--- config.mk ---
export PLATFORM = sky130hd
export DESIGN_NAME = psr
export DESIGN_NICKNAME = d
export VERILOG_FILES = /design/src/rtl/psr.sv
export SDC_FILE = /design/constraint.sdc
export NUM_CORES = 1
export LEC_CHECK = 0
export ABC_AREA = 1
export CAP_MARGIN = 20
export CORE_MARGIN = 2
export CORE_UTILIZATION = 44
export DETAILED_ROUTE_END_ITERATION = 10
export PLACE_DENSITY = 0.79
export SYNTH_ARGS = -nofsm -noshare
export SYNTH_HDL_FRONTEND = slang
export SYNTH_SLANG_ARGS = --single-unit
--- constraint.sdc ---
create_clock -name I_CLK -period 3.1 [get_ports I_CLK]
set_input_delay 0.465 -clock I_CLK [delete_from_list [all_inputs] [get_ports I_CLK]]
set_output_delay 0.465 -clock I_CLK [all_outputs]
set_load 0.01 [all_outputs]
--- src/rtl/psr.sv ---
// CR16 processor status register: masked flag latch, one-deep interrupt shadow,
// and registered condition-code evaluation with same-cycle write bypass.
module psr #(
  parameter logic [4:0] P_RESET_VALUE = 5'b00000
) (
  input  logic       I_CLK,
  input  logic       I_RESET,
  input  logic [4:0] I_STATUS,
  input  logic [4:0] I_WRITE_MASK,
  input  logic       I_SAVE,
  input  logic       I_RESTORE,
  input  logic [3:0] I_COND,
  input  logic       I_COND_VALID,
  output logic [4:0] O_PSR,
  output logic [4:0] O_SHADOW,
  output logic       O_COND_MET,
  output logic       O_COND_VALID
);

  typedef enum logic [3:0] {
    CC_EQ = 4'h0, CC_NE = 4'h1, CC_CS = 4'h2, CC_CC = 4'h3,
    CC_HI = 4'h4, CC_LS = 4'h5, CC_GT = 4'h6, CC_LE = 4'h7,
    CC_FS = 4'h8, CC_FC = 4'h9, CC_LO = 4'hA, CC_HS = 4'hB,
    CC_LT = 4'hC, CC_GE = 4'hD, CC_UC = 4'hE, CC_NV = 4'hF
  } cond_e;

  // Flag bit positions within the status vector.
  localparam int unsigned FLAG_C = 0;
  localparam int unsigned FLAG_L = 1;
  localparam int unsigned FLAG_F = 2;
  localparam int unsigned FLAG_Z = 3;
  localparam int unsigned FLAG_N = 4;

  logic [4:0] psr_q, psr_d;
  logic [4:0] shadow_q, shadow_d;
  logic       cond_met_q, cond_met_d;
  logic       cond_valid_q, cond_valid_d;
  logic       cond_true;

  // Restore takes priority and drops any concurrent mask write; with I_SAVE the
  // shadow captures the pre-update PSR, so save+restore swaps the two.
  always_comb begin
    // NOTE: every always_comb output gets a default first so no path leaves it
    // unassigned, which would otherwise infer a latch.
    psr_d    = (psr_q & ~I_WRITE_MASK) | (I_STATUS & I_WRITE_MASK);
    shadow_d = shadow_q;
    if (I_RESTORE) psr_d = shadow_q;
    if (I_SAVE)    shadow_d = psr_q;
  end

  // Evaluate against psr_d so a flag write in this cycle is seen by a branch
  // resolving in the same cycle.
  always_comb begin
    cond_true = 1'b0;
    case (cond_e'(I_COND))
      CC_EQ:   cond_true =  psr_d[FLAG_Z];
      CC_NE:   cond_true = ~psr_d[FLAG_Z];
      CC_CS:   cond_true =  psr_d[FLAG_C];
      CC_CC:   cond_true = ~psr_d[FLAG_C];
      CC_HI:   cond_true =  psr_d[FLAG_L];
      CC_LS:   cond_true = ~psr_d[FLAG_L];
      CC_GT:   cond_true =  psr_d[FLAG_N];
      CC_LE:   cond_true = ~psr_d[FLAG_N];
      CC_FS:   cond_true =  psr_d[FLAG_F];
      CC_FC:   cond_true = ~psr_d[FLAG_F];
      CC_LO:   cond_true = ~psr_d[FLAG_L] & ~psr_d[FLAG_Z];
      CC_HS:   cond_true =  psr_d[FLAG_L] |  psr_d[FLAG_Z];
      CC_LT:   cond_true = ~psr_d[FLAG_N] & ~psr_d[FLAG_Z];
      CC_GE:   cond_true =  psr_d[FLAG_N] |  psr_d[FLAG_Z];
      CC_UC:   cond_true = 1'b1;
      CC_NV:   cond_true = 1'b0;
      default: cond_true = 1'b0;
    endcase
  end

  assign cond_met_d   = I_COND_VALID & cond_true;
  assign cond_valid_d = I_COND_VALID;

  always_ff @(posedge I_CLK or posedge I_RESET) begin
    // NOTE: sequential state uses non-blocking assignments so every register
    // samples its pre-edge inputs regardless of statement order.
    if (I_RESET) begin
      psr_q        <= P_RESET_VALUE;
      shadow_q     <= P_RESET_VALUE;
      cond_met_q   <= 1'b0;
      cond_valid_q <= 1'b0;
    end else begin
      psr_q        <= psr_d;
      shadow_q     <= shadow_d;
      cond_met_q   <= cond_met_d;
      cond_valid_q <= cond_valid_d;
    end
  end

  assign O_PSR        = psr_q;
  assign O_SHADOW     = shadow_q;
  assign O_COND_MET   = cond_met_q;
  assign O_COND_VALID = cond_valid_q;

endmodule

**Word-level counts from Yosys, hierarchy flattened**

Index checks and enable logic that the tools add are counted.

- Memories: 0
- Bits in read-only memories: 0
- Bits in latches: 0
- Bits in registers: 12
- RAM bits: 0
- Output and inout port bits: 12

- Div/mod/pow operators: 0
- Bitwise gates (word level): 14
- Shift operators: 0
- Mux-type cells: 2
- Add/subtract/negate cells: 0
- Multiply operators: 0
- $lt $le $gt $ge: 0
- Equal/unequal tests: 15
- Reduce and logical (&&, ||, !) cells: 1

Operators by type and width:

| cell | count |
|---|---|
| 4-bit == test (second input constant) | 8 |
| 4-bit by 3-bit == test with 1-bit output (second input constant) | 4 |
| 1-bit one-hot mux with 16 select lines | 1 |
| 5-bit AND | 2 |
| 4-bit by 2-bit == test with 1-bit output (second input constant) | 2 |
| 5-bit two-way mux | 1 |
| 1-bit inverter | 5 |
| 5-bit inverter | 1 |
| 5-bit bitwise OR | 1 |
| 4-bit by 1-bit == test with 1-bit output (second input constant) | 1 |
| 4-bit logical NOT | 1 |
| 1-bit AND | 3 |
| 1-bit bitwise OR | 2 |

**Logic depth before layout (Yosys ltp)**

Gate-level depths: netlist (run 1).

- Word-level depth: 8
- Depth in mapped cells: 12

**Worst setup path after synthesis (run 1)**

Ideal clock, no wire load.

- Path kind: input-to-reg
- Start point: input port I_RESTORE
- End point: register cond_met_q (netlist: O_COND_MET)
- Required time: 2,987 ps
- Stages: 10
- Arrival: 1,126 ps
- Setup time: 113 ps
- Path slack: 1,861 ps
- Cells stage by stage: inv_2 nand3_1 nand3_1 nand2_1 nor2_1 nand2_1 nor2_1 nand3_1 nand2_1 inv_1

- Word-level cells in the longest chain between the ends: 5
- Elaborated cells on any way between the ends: 12
- Classes of those cells: 2 x mux; 10 x bitwise

RTL lines:

| what | line | RTL |
|---|---|---|
| from (decl) | 11 | `input logic I_RESTORE,` |
| 5-bit two-way mux (*) | 47 | `if (I_RESTORE) psr_d = shadow_q;` |
| 1-bit inverter (on tied branches) | - |  |
| 1-bit AND (on tied branches) | 68, 66 |  |
| 1-bit one-hot mux with 16 select lines (*) | 55 | `case (cond_e'(I_COND))` |
| 1-bit AND (*) | 76 | `assign cond_met_d = I_COND_VALID & cond_true;` |
| via cond_met_d | 36 | `logic cond_met_q, cond_met_d;` |
| to (signal assigned) | 90 | `cond_met_q <= cond_met_d;` |
| to (decl) | 36 |  |

Mark *: on every way through the listed nets, which the timed path passes. The rest lies on a longest branch.
A chain may end at the register's enable or synchronous reset.

**Worst setup path in the final report (run 1)**

- Start point: register psr_q[4] (netlist: O_PSR[4])
- End point: output port O_PSR[4]

RTL lines:

| what | line | RTL |
|---|---|---|
| from (decl) | 34 | `logic [4:0] psr_q, psr_d;` |
| from (signal assigned) | 88 | `psr_q <= psr_d;` |
| to (decl) | 14 | `output logic [4:0] O_PSR,` |

No word-level cell between the ends.

==> qor.csv, run 1 <==
metric;value;unit
top sig layer;met4;
Clock Skew;1.48;ps
#FFs+latches synth;12;
launch point of the worst reg-to-reg path;O_PSR[4]$_DFF_PP0_;
normalized max-slew margin;68.7;%
Critical Path Fanout Max;3;
area leader, netlist;dfrtp_1;
metal2 WL;875;um
post-route setup slack;1400;ps
Post-layout nets;173;
Cell Pwr Density;387;mW/mm^2
Syn. warnings;0;
post-route ant nets;0;
vias in the first global route;743;
WS Path Type;reg -> out;
Total Die Area;0.00205;sq mm
maximum VDD drop;0.000252;V
final wirelength;1820;um
initial antenna violation count;0;
count leader, synth;nand2_1;
Arr. time, crit path;1230;ps
WP buf/inv;1;
fin crit period;1700;ps
num rows;14;
Post-synth EDFFs;0;
Mapped Area;749;sq um
Starting Density;48.1;%
clock latency on the worst-skew pair;260;ps
Synth area leaders;dfrtp_1 40%, nand2_1 23%, inv_1 10%;
status;finished clean;
Detailed Place HPWL;1510;um
Clock Path Buffers;2;
Net Count, Synth;139;
synthesis-to-finish area growth;45.2;%
placed insts;165;
Pre-antenna DRT Iters;6;
Syn Area/Cell;6.25;sq um
Yosys top cell area share;40.1;%
actual slew at the worst max-slew pin;469;ps
cts bufs inserted;3;
largest net degree at the start of global routing;13;
vias after detailed routing;810;
worst reg2reg path depth;10;
Crit. path cell count;1;
Reg clk slew, reported paths;70;ps
GPL Wtd Cong;0.884;
final std cells w/o fill;168;
P_leak;0.000570;uW
Startpoint Class;flop;
DRC Markers;0;
pre-CTS WS;1150;ps
ANT cells;0;
max_cap viols;0;
Post-Synthesis Cells;120;
synth cell count leaders;45 x nand2_1, 20 x inv_1, 17 x nor2_1;
reg-to-reg endpoint;O_COND_MET$_DFF_PP0_;
met3 wire len;66;um
Max H-tree Level;1;
total setup buffers inserted after CTS;0;
Layout Utilization;69.8;%
Setup Total Neg Slack;0;ps
asr flop ratio synth;100;%
post-cts repair resize count;0;
Clock Sinks;12;
Fin. Hold Viols;0;
CTS tree;done;
count of final setup violators;0;
RSZ-0062 raised after global routing;false;
slowest CP cell;clkdlybuf4s50_1;
Critical Path End Type;output port;
Vias per Instance;4.82;
Req. time, crit path;2630;ps
r2r setup slk;1880;ps
count of cell types in the netlist;15;
critical path's top delay family;buffers and inverters;
WL/cell;10.8;um
IO buf count;30;
initial DRC count;11;
pins over their slew limit;0;
Main synth FF type;dfrtp_1;
critical path, cell by cell;clkdlybuf4s50_1;
Seq/Total Area, Yosys;40.1;%
Die Span Y;45.3;um
grt ovf;0;
fmax;589;MHz
IO Count;31;
Metal-1 WL;832;um
Max stage delay on crit path;570;ps
layout cells sized above 1;3.95;%
final period utilization;54.8;%
overall power;421;uW
first-pass GRT wire length;3060;um
worst hold path class;in -> async;
CTS Hold Bufs;0;
Core ar.;0.00156;sq mm
DIE WIDTH;45.3;um
CTS root buffer;clkbuf_4;
GRT Util Overall;21.3;%
-- stage by stage --
stage / cell area (sq um) / hold slack (ps)
after floorplan: 749 / 330
after global placement: 1070 / 492
after detailed placement: 1070 / 504
after CTS: 1090 / 521
after global routing: 1090 / 549
final: 1090 / 516
-- logic make-up (layout without fill, tap and decap cells) --
group                  after synthesis  after routing  share of synthesized area [%]
AND/OR/NAND/NOR                     76             76                           41.4
buffers and inverters               22             54                           11.0
flip-flops                          12             12                           40.1
AO/OA/AOI/OAI                       10             10                           7.51
-- power breakdown --
part | internal, uW | total [uW] | switching [uW]
sequential | 176 | 189 | 13.5
combinational | 72.4 | 139 | 66.7
clock | 44.8 | 92.5 | 47.7
-- state kept, by name (all words and copies together) (netlist names) --
| register | flops |
|---|---|
| O_PSR | 5 |
| O_COND_MET | 1 |
| O_SHADOW | 5 |
| O_COND_VALID | 1 |
-- cell type report --
class | count | area, sq um
fill | 141 | 470
multi-input combinational | 86 | 367
sequential | 12 | 300
timing repair buffer | 30 | 300
inverter | 21 | 78.8
clock buffer | 3 | 22.5
tap | 16 | 20.0
-- worst max-delay path by stage --
stage                  startpoint                    to  slack (ps)
3_3_place_gp            I_RESTORE  O_COND_MET$_DFF_PP0_        1200
3_5_place_dp            I_RESTORE  O_COND_MET$_DFF_PP0_        1150
2_1_floorplan           I_RESTORE  O_COND_MET$_DFF_PP0_        1860
4_1_cts        O_PSR[4]$_DFF_PP0_              O_PSR[4]        1380
6_report       O_PSR[4]$_DFF_PP0_              O_PSR[4]        1400
5_1_grt                 I_RESTORE  O_COND_MET$_DFF_PP0_        1320
-- placed cells by master (no fill, tap or decap) --
| cell type | instances |
|---|---|
| o21bai_1 | 1 |
| clkbuf_4 | 3 |
| nand2_1 | 45 |
| inv_1 | 20 |
| nand2_2 | 1 |
| o22ai_1 | 1 |
| dfrtp_1 | 12 |
| nand4_1 | 1 |
| clkdlybuf4s50_1 | 30 |
| nand3_1 | 11 |
| o211ai_1 | 1 |
| nand3_2 | 1 |
| nor2_1 | 17 |
| inv_2 | 1 |
| o21ai_1 | 1 |
| o21ai_0 | 6 |
-- metal layers --
| metal | global-route usage [%] | vias up |
|---|---|---|
| li1 | - | 435 |
| met2 | 36.3 | 28 |
| met4 | 12.4 | 0 |
| met5 | 0 | - |
| met3 | 1.60 | 4 |
| met1 | 26.1 | 343 |
(Power assumes the default switching activity.)
==> run 2, diff against run 1 <==
--- a/config.mk
+++ b/config.mk
@@ -8,9 +8,9 @@
 export ABC_AREA = 1
 export CAP_MARGIN = 20
 export CORE_MARGIN = 2
-export CORE_UTILIZATION = 44
+export CORE_UTILIZATION = 41
 export DETAILED_ROUTE_END_ITERATION = 10
-export PLACE_DENSITY = 0.79
+export PLACE_DENSITY = 0.74
 export SYNTH_ARGS = -nofsm -noshare
 export SYNTH_HDL_FRONTEND = slang
 export SYNTH_SLANG_ARGS = --single-unit
==> constraint.sdc (replaced) <==
create_clock -name I_CLK -period 1.6 [get_ports I_CLK]
set_input_delay 0.24 -clock I_CLK [delete_from_list [all_inputs] [get_ports I_CLK]]
set_output_delay 0.24 -clock I_CLK [all_outputs]
set_load 0.01 [all_outputs]
==> run 2 against run 1 <==
Effect of this change:
- clock skew hardly changed
- cell area increased by 7.4%
- global-route usage is 1.8 points higher
- critical path depth unchanged
- sequential share of layout area down 1.9 points
- first-iteration DRC count rose to 2.7 times the previous value
- sequential power rose by 93%
- die area rose by 6.7%
- via count up 4.9%
- final cell count grew 10%
- count of clock-buffer cells in the layout rose by 1
- core utilization shrank 2.1 points
- critical endpoint is now O_PSR[1]
==> qor.csv, run 2 (synthesis gave the netlist of run 1 again) <==
metric;value;unit;change
largest net degree at the start of global routing;13;;unchanged
Critical Path Fanout Max;3;;unchanged
CTS root buffer;clkbuf_4;;unchanged
Logic pwr share;32.0;%;was 33.0%
normalized max-slew margin;67.4;%;was 68.7%
IO Count;31;;unchanged
switching part of the total;30.1;%;was 30.4%
Die Span Y;46.8;um;was 45.3 um
Startpoint Class;flop;;unchanged
pre-CTS WS;-124;ps;was 1150 ps
Pre-antenna DRT Iters;4;;was 6
Crit. path cell count;1;;unchanged
Clock Sinks;12;;unchanged
Reg clk slew, reported paths;80;ps;was 70 ps
Setup Total Neg Slack;0;ps;unchanged
slowest CP cell;clkdlybuf4s50_1;;unchanged
r2r setup slk;330;ps;was 1880 ps
clock latency on the worst-skew pair;280;ps;was 260 ps
worst hold path class;in -> async;;unchanged
most common cell after layout, fill and taps aside;nand2_1;;unchanged
Core ar.;0.00173;sq mm;was 0.00156 sq mm
vias after detailed routing;850;;was 810
reg-to-reg endpoint;O_COND_MET$_DFF_PP0_;;unchanged
GRT Util Overall;23.1;%;was 21.3%
post-route ant nets;0;;unchanged
num rows;15;;was 14
Post-layout nets;180;;was 173
Critical Path End Type;output port;;unchanged
DIE WIDTH;46.8;um;was 45.3 um
Detailed Place HPWL;1670;um;was 1510 um
Max stage delay on crit path;560;ps;was 570 ps
Total Die Area;0.00219;sq mm;was 0.00205 sq mm
maximum VDD drop;0.000498;V;was 0.000252 V
Max H-tree Level;1;;unchanged
hold_ws;273;ps;was 516 ps
ANT cells;0;;unchanged
DP Area;0.00113;sq mm;was 0.00107 sq mm
first-pass GRT wire length;3460;um;was 3060 um
fin crit period;1470;ps;
RSZ-0062 raised after global routing;false;;unchanged
Starting Density;43.4;%;was 48.1%
P_leak;0.000618;uW;was 0.000570 uW
Clock Skew;1.13;ps;was 1.48 ps
total setup buffers inserted after CTS;0;;unchanged
GPL Wtd Cong;0.862;;was 0.884
initial DRC count;30;;was 11
IO buf count;30;;unchanged
final period utilization;92.1;%;
launch point of the worst reg-to-reg path;O_PSR[0]$_DFF_PP0_;;was O_PSR[4]$_DFF_PP0_
max_cap viols;0;;unchanged
Cell Int Power;632;uW;was 293 uW
critical path, cell by cell;clkdlybuf4s50_1;;unchanged
Clock Path Buffers;2;;unchanged
fmax;679;MHz;
commonest non-fill, non-tap cells in the layout;45 x nand2_1, 29 x clkdlybuf4s50_1, 20 x inv_1;;was 45 x nand2_1, 30 x clkdlybuf4s50_1, 20 x inv_1
status;finished clean;;unchanged
final wirelength;2060;um;was 1820 um
pins over their slew limit;0;;unchanged
Clock power frac;27.7;%;was 22.0%
Req. time, crit path;1360;ps;was 2630 ps
CTS Hold Bufs;0;;unchanged
layout cells sized above 1;8.75;%;was 3.95%
Vias per Instance;4.59;;was 4.82
Cell Pwr Density;774;mW/mm^2;was 387 mW/mm^2
initial antenna violation count;0;;unchanged
Arr. time, crit path;1230;ps;about the same
actual slew at the worst max-slew pin;489;ps;was 469 ps
WP buf/inv;1;;unchanged
post-cts repair resize count;0;;unchanged
WS Path Type;reg -> out;;unchanged
DRC Markers;0;;unchanged
CTS tree;done;;unchanged
count of final setup violators;0;;unchanged
synthesis-to-finish area growth;55.9;%;was 45.2%
cts bufs inserted;3;;unchanged
Fin. Hold Viols;0;;unchanged
Net Sw Power;272;uW;was 128 uW
post-route setup slack;127;ps;was 1400 ps
critical path's top delay family;buffers and inverters;;unchanged
vias in the first global route;789;;was 743
grt ovf;0;;unchanged
Flop pwr share;40.3;%;was 45.0%
final instance area;0.00117;sq mm;was 0.00109 sq mm
worst reg2reg path depth;11;;was 10
WL/cell;11.1;um;was 10.8 um
run 2: area by class of cell:
| type | instances | area, sq um |
|---|---|---|
| Fill cell | 163 | 558 |
| Tap cell | 25 | 31.3 |
| Clock buffer | 4 | 36.3 |
| Multi-Input combinational cell | 86 | 367 |
| Timing Repair Buffer | 37 | 355 |
| Sequential cell | 12 | 300 |
| Inverter | 21 | 78.8 |
run 2: metrics by stage:
step                      util [%]  power, uW  std cells
final                         67.7        904        185
after global routing          67.7        965        185
after CTS                     67.5        911        185
after detailed placement      65.4        661        181
after global placement        65.4        655        181
after floorplan                  -        490        120
run 2: power by group through the flow:
stage          Clock (uW)  Combinational [uW]  Sequential (uW)
6_report              250                 289              365
5_1_grt               271                 324              371
4_1_cts               255                 291              365
3_5_place_dp            0                 290              371
3_3_place_gp            0                 286              369
2_1_floorplan           0                 103              387
run 2: metal layers:
metal  track usage, %  vias up  part of all wire, %
li1                 -      448                    -
met2             39.4       30                   48
met4             8.33        0                  1.5
met3             3.46        5                  4.0
met1             29.6      367                   47
met5                0        -                    0
run 2: worst max path at each step:
stage	from	to	slack [ps]
detailed placement	I_RESTORE	O_COND_MET$_DFF_PP0_	-120
floorplan	O_PSR[1]$_DFF_PP0_	O_COND_MET$_DFF_PP0_	450
CTS	O_PSR[1]$_DFF_PP0_	O_PSR[1]	120
finish	O_PSR[1]$_DFF_PP0_	O_PSR[1]	130
global placement	I_RESTORE	O_COND_MET$_DFF_PP0_	-110
global route	I_COND[0]	O_COND_MET$_DFF_PP0_	50
==> run 3, diff against run 2 <==
--- a/config.mk
+++ b/config.mk
@@ -11,6 +11,7 @@
 export CORE_UTILIZATION = 41
 export DETAILED_ROUTE_END_ITERATION = 10
 export PLACE_DENSITY = 0.74
+export SLEW_MARGIN = 20
 export SYNTH_ARGS = -nofsm -noshare
 export SYNTH_HDL_FRONTEND = slang
 export SYNTH_SLANG_ARGS = --single-unit
==> constraint.sdc (replaced) <==
create_clock -name I_CLK -period 1.55 [get_ports I_CLK]
set_input_delay 0.2325 -clock I_CLK [delete_from_list [all_inputs] [get_ports I_CLK]]
set_output_delay 0.2325 -clock I_CLK [all_outputs]
set_load 0.01 [all_outputs]
==> run 3 against run 2 <==
Effect of this change:
- clock power rose by 6%
- power rose by 4.8%
- first-iteration DRC count did not move
- final cell count rose by 1.1%
- count of clock-buffer cells in the layout did not move
- die area did not move
- sequential power rose by 3%
- highest routed layer unchanged
==> qor.csv, run 3 (synthesis gave the netlist of run 1 again) <==
metric;value;unit;change
status;finished clean;;unchanged
placed insts;183;;was 181
Detailed Place HPWL;1670;um;about the same
RSZ-0062 raised after global routing;false;;unchanged
critical path's top delay family;buffers and inverters;;unchanged
Vias per Instance;4.62;;was 4.59
IO Count;31;;unchanged
Critical Path End Type;output port;;unchanged
fin crit period;1460;ps;
fmax;686;MHz;
clock latency on the worst-skew pair;280;ps;about the same
Cell Pwr Density;801;mW/mm^2;was 774 mW/mm^2
Pre-antenna DRT Iters;4;;unchanged
Max H-tree Level;1;;unchanged
first-pass GRT wire length;3260;um;was 3460 um
Critical Path Fanout Max;3;;unchanged
most common cell after layout, fill and taps aside;nand2_1;;unchanged
final wirelength;2140;um;was 2060 um
Arr. time, crit path;1220;ps;was 1230 ps
largest net degree at the start of global routing;13;;unchanged
Setup Total Neg Slack;0;ps;unchanged
Max stage delay on crit path;550;ps;was 560 ps
fillcell total;152;;was 163
Starting Density;43.4;%;unchanged
synthesis-to-finish area growth;57.9;%;was 55.9%
WL/cell;11.4;um;was 11.1 um
Fin. Hold Viols;0;;unchanged
Core ar.;0.00173;sq mm;unchanged
CTS tree;done;;unchanged
GRT Util Overall;21.9;%;was 23.1%
Clock Sinks;12;;unchanged
CTS Hold Bufs;0;;unchanged
slowest CP cell;clkdlybuf4s50_1;;unchanged
IO buf count;30;;unchanged
Clock Path Buffers;2;;unchanged
pins over their slew limit;0;;unchanged
CTS root buffer;clkbuf_4;;unchanged
Reg clk slew, reported paths;90;ps;was 80 ps
ANT cells;0;;unchanged
vias after detailed routing;864;;was 850
Total Die Area;0.00219;sq mm;unchanged
Startpoint Class;flop;;unchanged
total setup buffers inserted after CTS;0;;unchanged
vias in the first global route;721;;was 789
DIE WIDTH;46.8;um;unchanged
post-route ant nets;0;;unchanged
initial antenna violation count;0;;unchanged
initial DRC count;30;;unchanged
P_leak;0.000628;uW;was 0.000618 uW
max_cap viols;0;;unchanged
count of final setup violators;0;;unchanged
layout cells sized above 1;9.88;%;was 8.75%
GPL Wtd Cong;0.866;;was 0.862
normalized max-slew margin;67.1;%;was 67.4%
cts bufs inserted;3;;unchanged
Post-layout nets;182;;was 180
WS Path Type;reg -> out;;unchanged
commonest non-fill, non-tap cells in the layout;45 x nand2_1, 29 x clkdlybuf4s50_1, 20 x inv_1;;unchanged
Req. time, crit path;1320;ps;was 1360 ps
grt ovf;0;;unchanged
Clock Skew;2.33;ps;was 1.13 ps
final period utilization;94.0;%;
worst hold path class;in -> async;;unchanged
Layout Utilization;68.6;%;was 67.7%
final std cells w/o fill;187;;was 185
DRC Markers;0;;unchanged
Die Span Y;46.8;um;unchanged
WP buf/inv;1;;unchanged
num rows;15;;unchanged
maximum VDD drop;0.000430;V;was 0.000498 V
critical path, cell by cell;clkdlybuf4s50_1;;unchanged
actual slew at the worst max-slew pin;494;ps;was 489 ps
-- run 3: cell types whose count changed in the layout (fill, tap and decap cells not counted), sizes merged --
cell / before / now
buf: 7 / 9
-- run 3: path summary, 6_finish.rpt --
check | from | end | slack [ps] | depth (start not counted)
min in group I_CLK | I_COND_VALID | O_COND_VALID$_DFF_PP0_ | 420 | 1
hold reg to reg | O_PSR[4]$_DFF_PP0_ | O_SHADOW[4]$_DFFE_PP0P_ | 520 | 2
hold / removal | I_RESET | O_SHADOW[3]$_DFFE_PP0P_ | 260 | 2
setup reg to reg | O_PSR[0]$_DFF_PP0_ | O_COND_MET$_DFF_PP0_ | 270 | 11
max in group asynchronous | I_RESET | O_PSR[2]$_DFF_PP0_ | 960 | 2
setup / recovery | O_SHADOW[2]$_DFFE_PP0P_ | O_SHADOW[2] | 90 | 1
-- run 3: cell type report --
| cell class | instances | area, sq um | area share [%] |
|---|---|---|---|
| Tap cell | 25 | 31.3 | 2.64 |
| Multi-Input combinational cell | 86 | 367 | 31.0 |
| Sequential cell | 12 | 300 | 25.4 |
| Inverter | 21 | 78.8 | 6.66 |
| Clock buffer | 4 | 36.3 | 3.07 |
| Timing Repair Buffer | 39 | 370 | 31.3 |
-- run 3: layer usage --
| metal | share of wire, % | up-vias | global-route usage [%] | wire, um |
|---|---|---|---|---|
| met2 | 48 | 32 | 37.2 | 1020 |
| met4 | 0.89 | 0 | 6.67 | 19 |
| li1 | - | 458 | - | - |
| met5 | 0 | - | 0 | 0 |
| met3 | 5.1 | 2 | 4.62 | 109 |
| met1 | 46 | 372 | 28.0 | 989 |
-- run 3: power breakdown --
group          internal [uW]  switching, uW  total [uW]
logic                    164            143         307
clock network            143            121         264
registers                351           25.5         377
total                    658            290         948
-- run 3: timing repair --
action / 4_1_cts / 5_1_grt
endpoints found under the setup margin: 0 / 1
resized for setup: 0 / 1
endpoints found under the hold margin: 0 / 0
-- run 3: metrics by stage --
| step | worst slack [ps] | hold WS [ps] | cell area (sq um) | power [uW] |
|---|---|---|---|---|
| final | 93.2 | 262 | 1180 | 948 |
| after detailed placement | -211 | 502 | 1140 | 690 |
| after global routing | 26.2 | 304 | 1180 | 1010 |
| after global placement | -164 | 491 | 1140 | 682 |
| after CTS | 67.9 | 273 | 1180 | 954 |
| after floorplan | 401 | 97.2 | 749 | 505 |
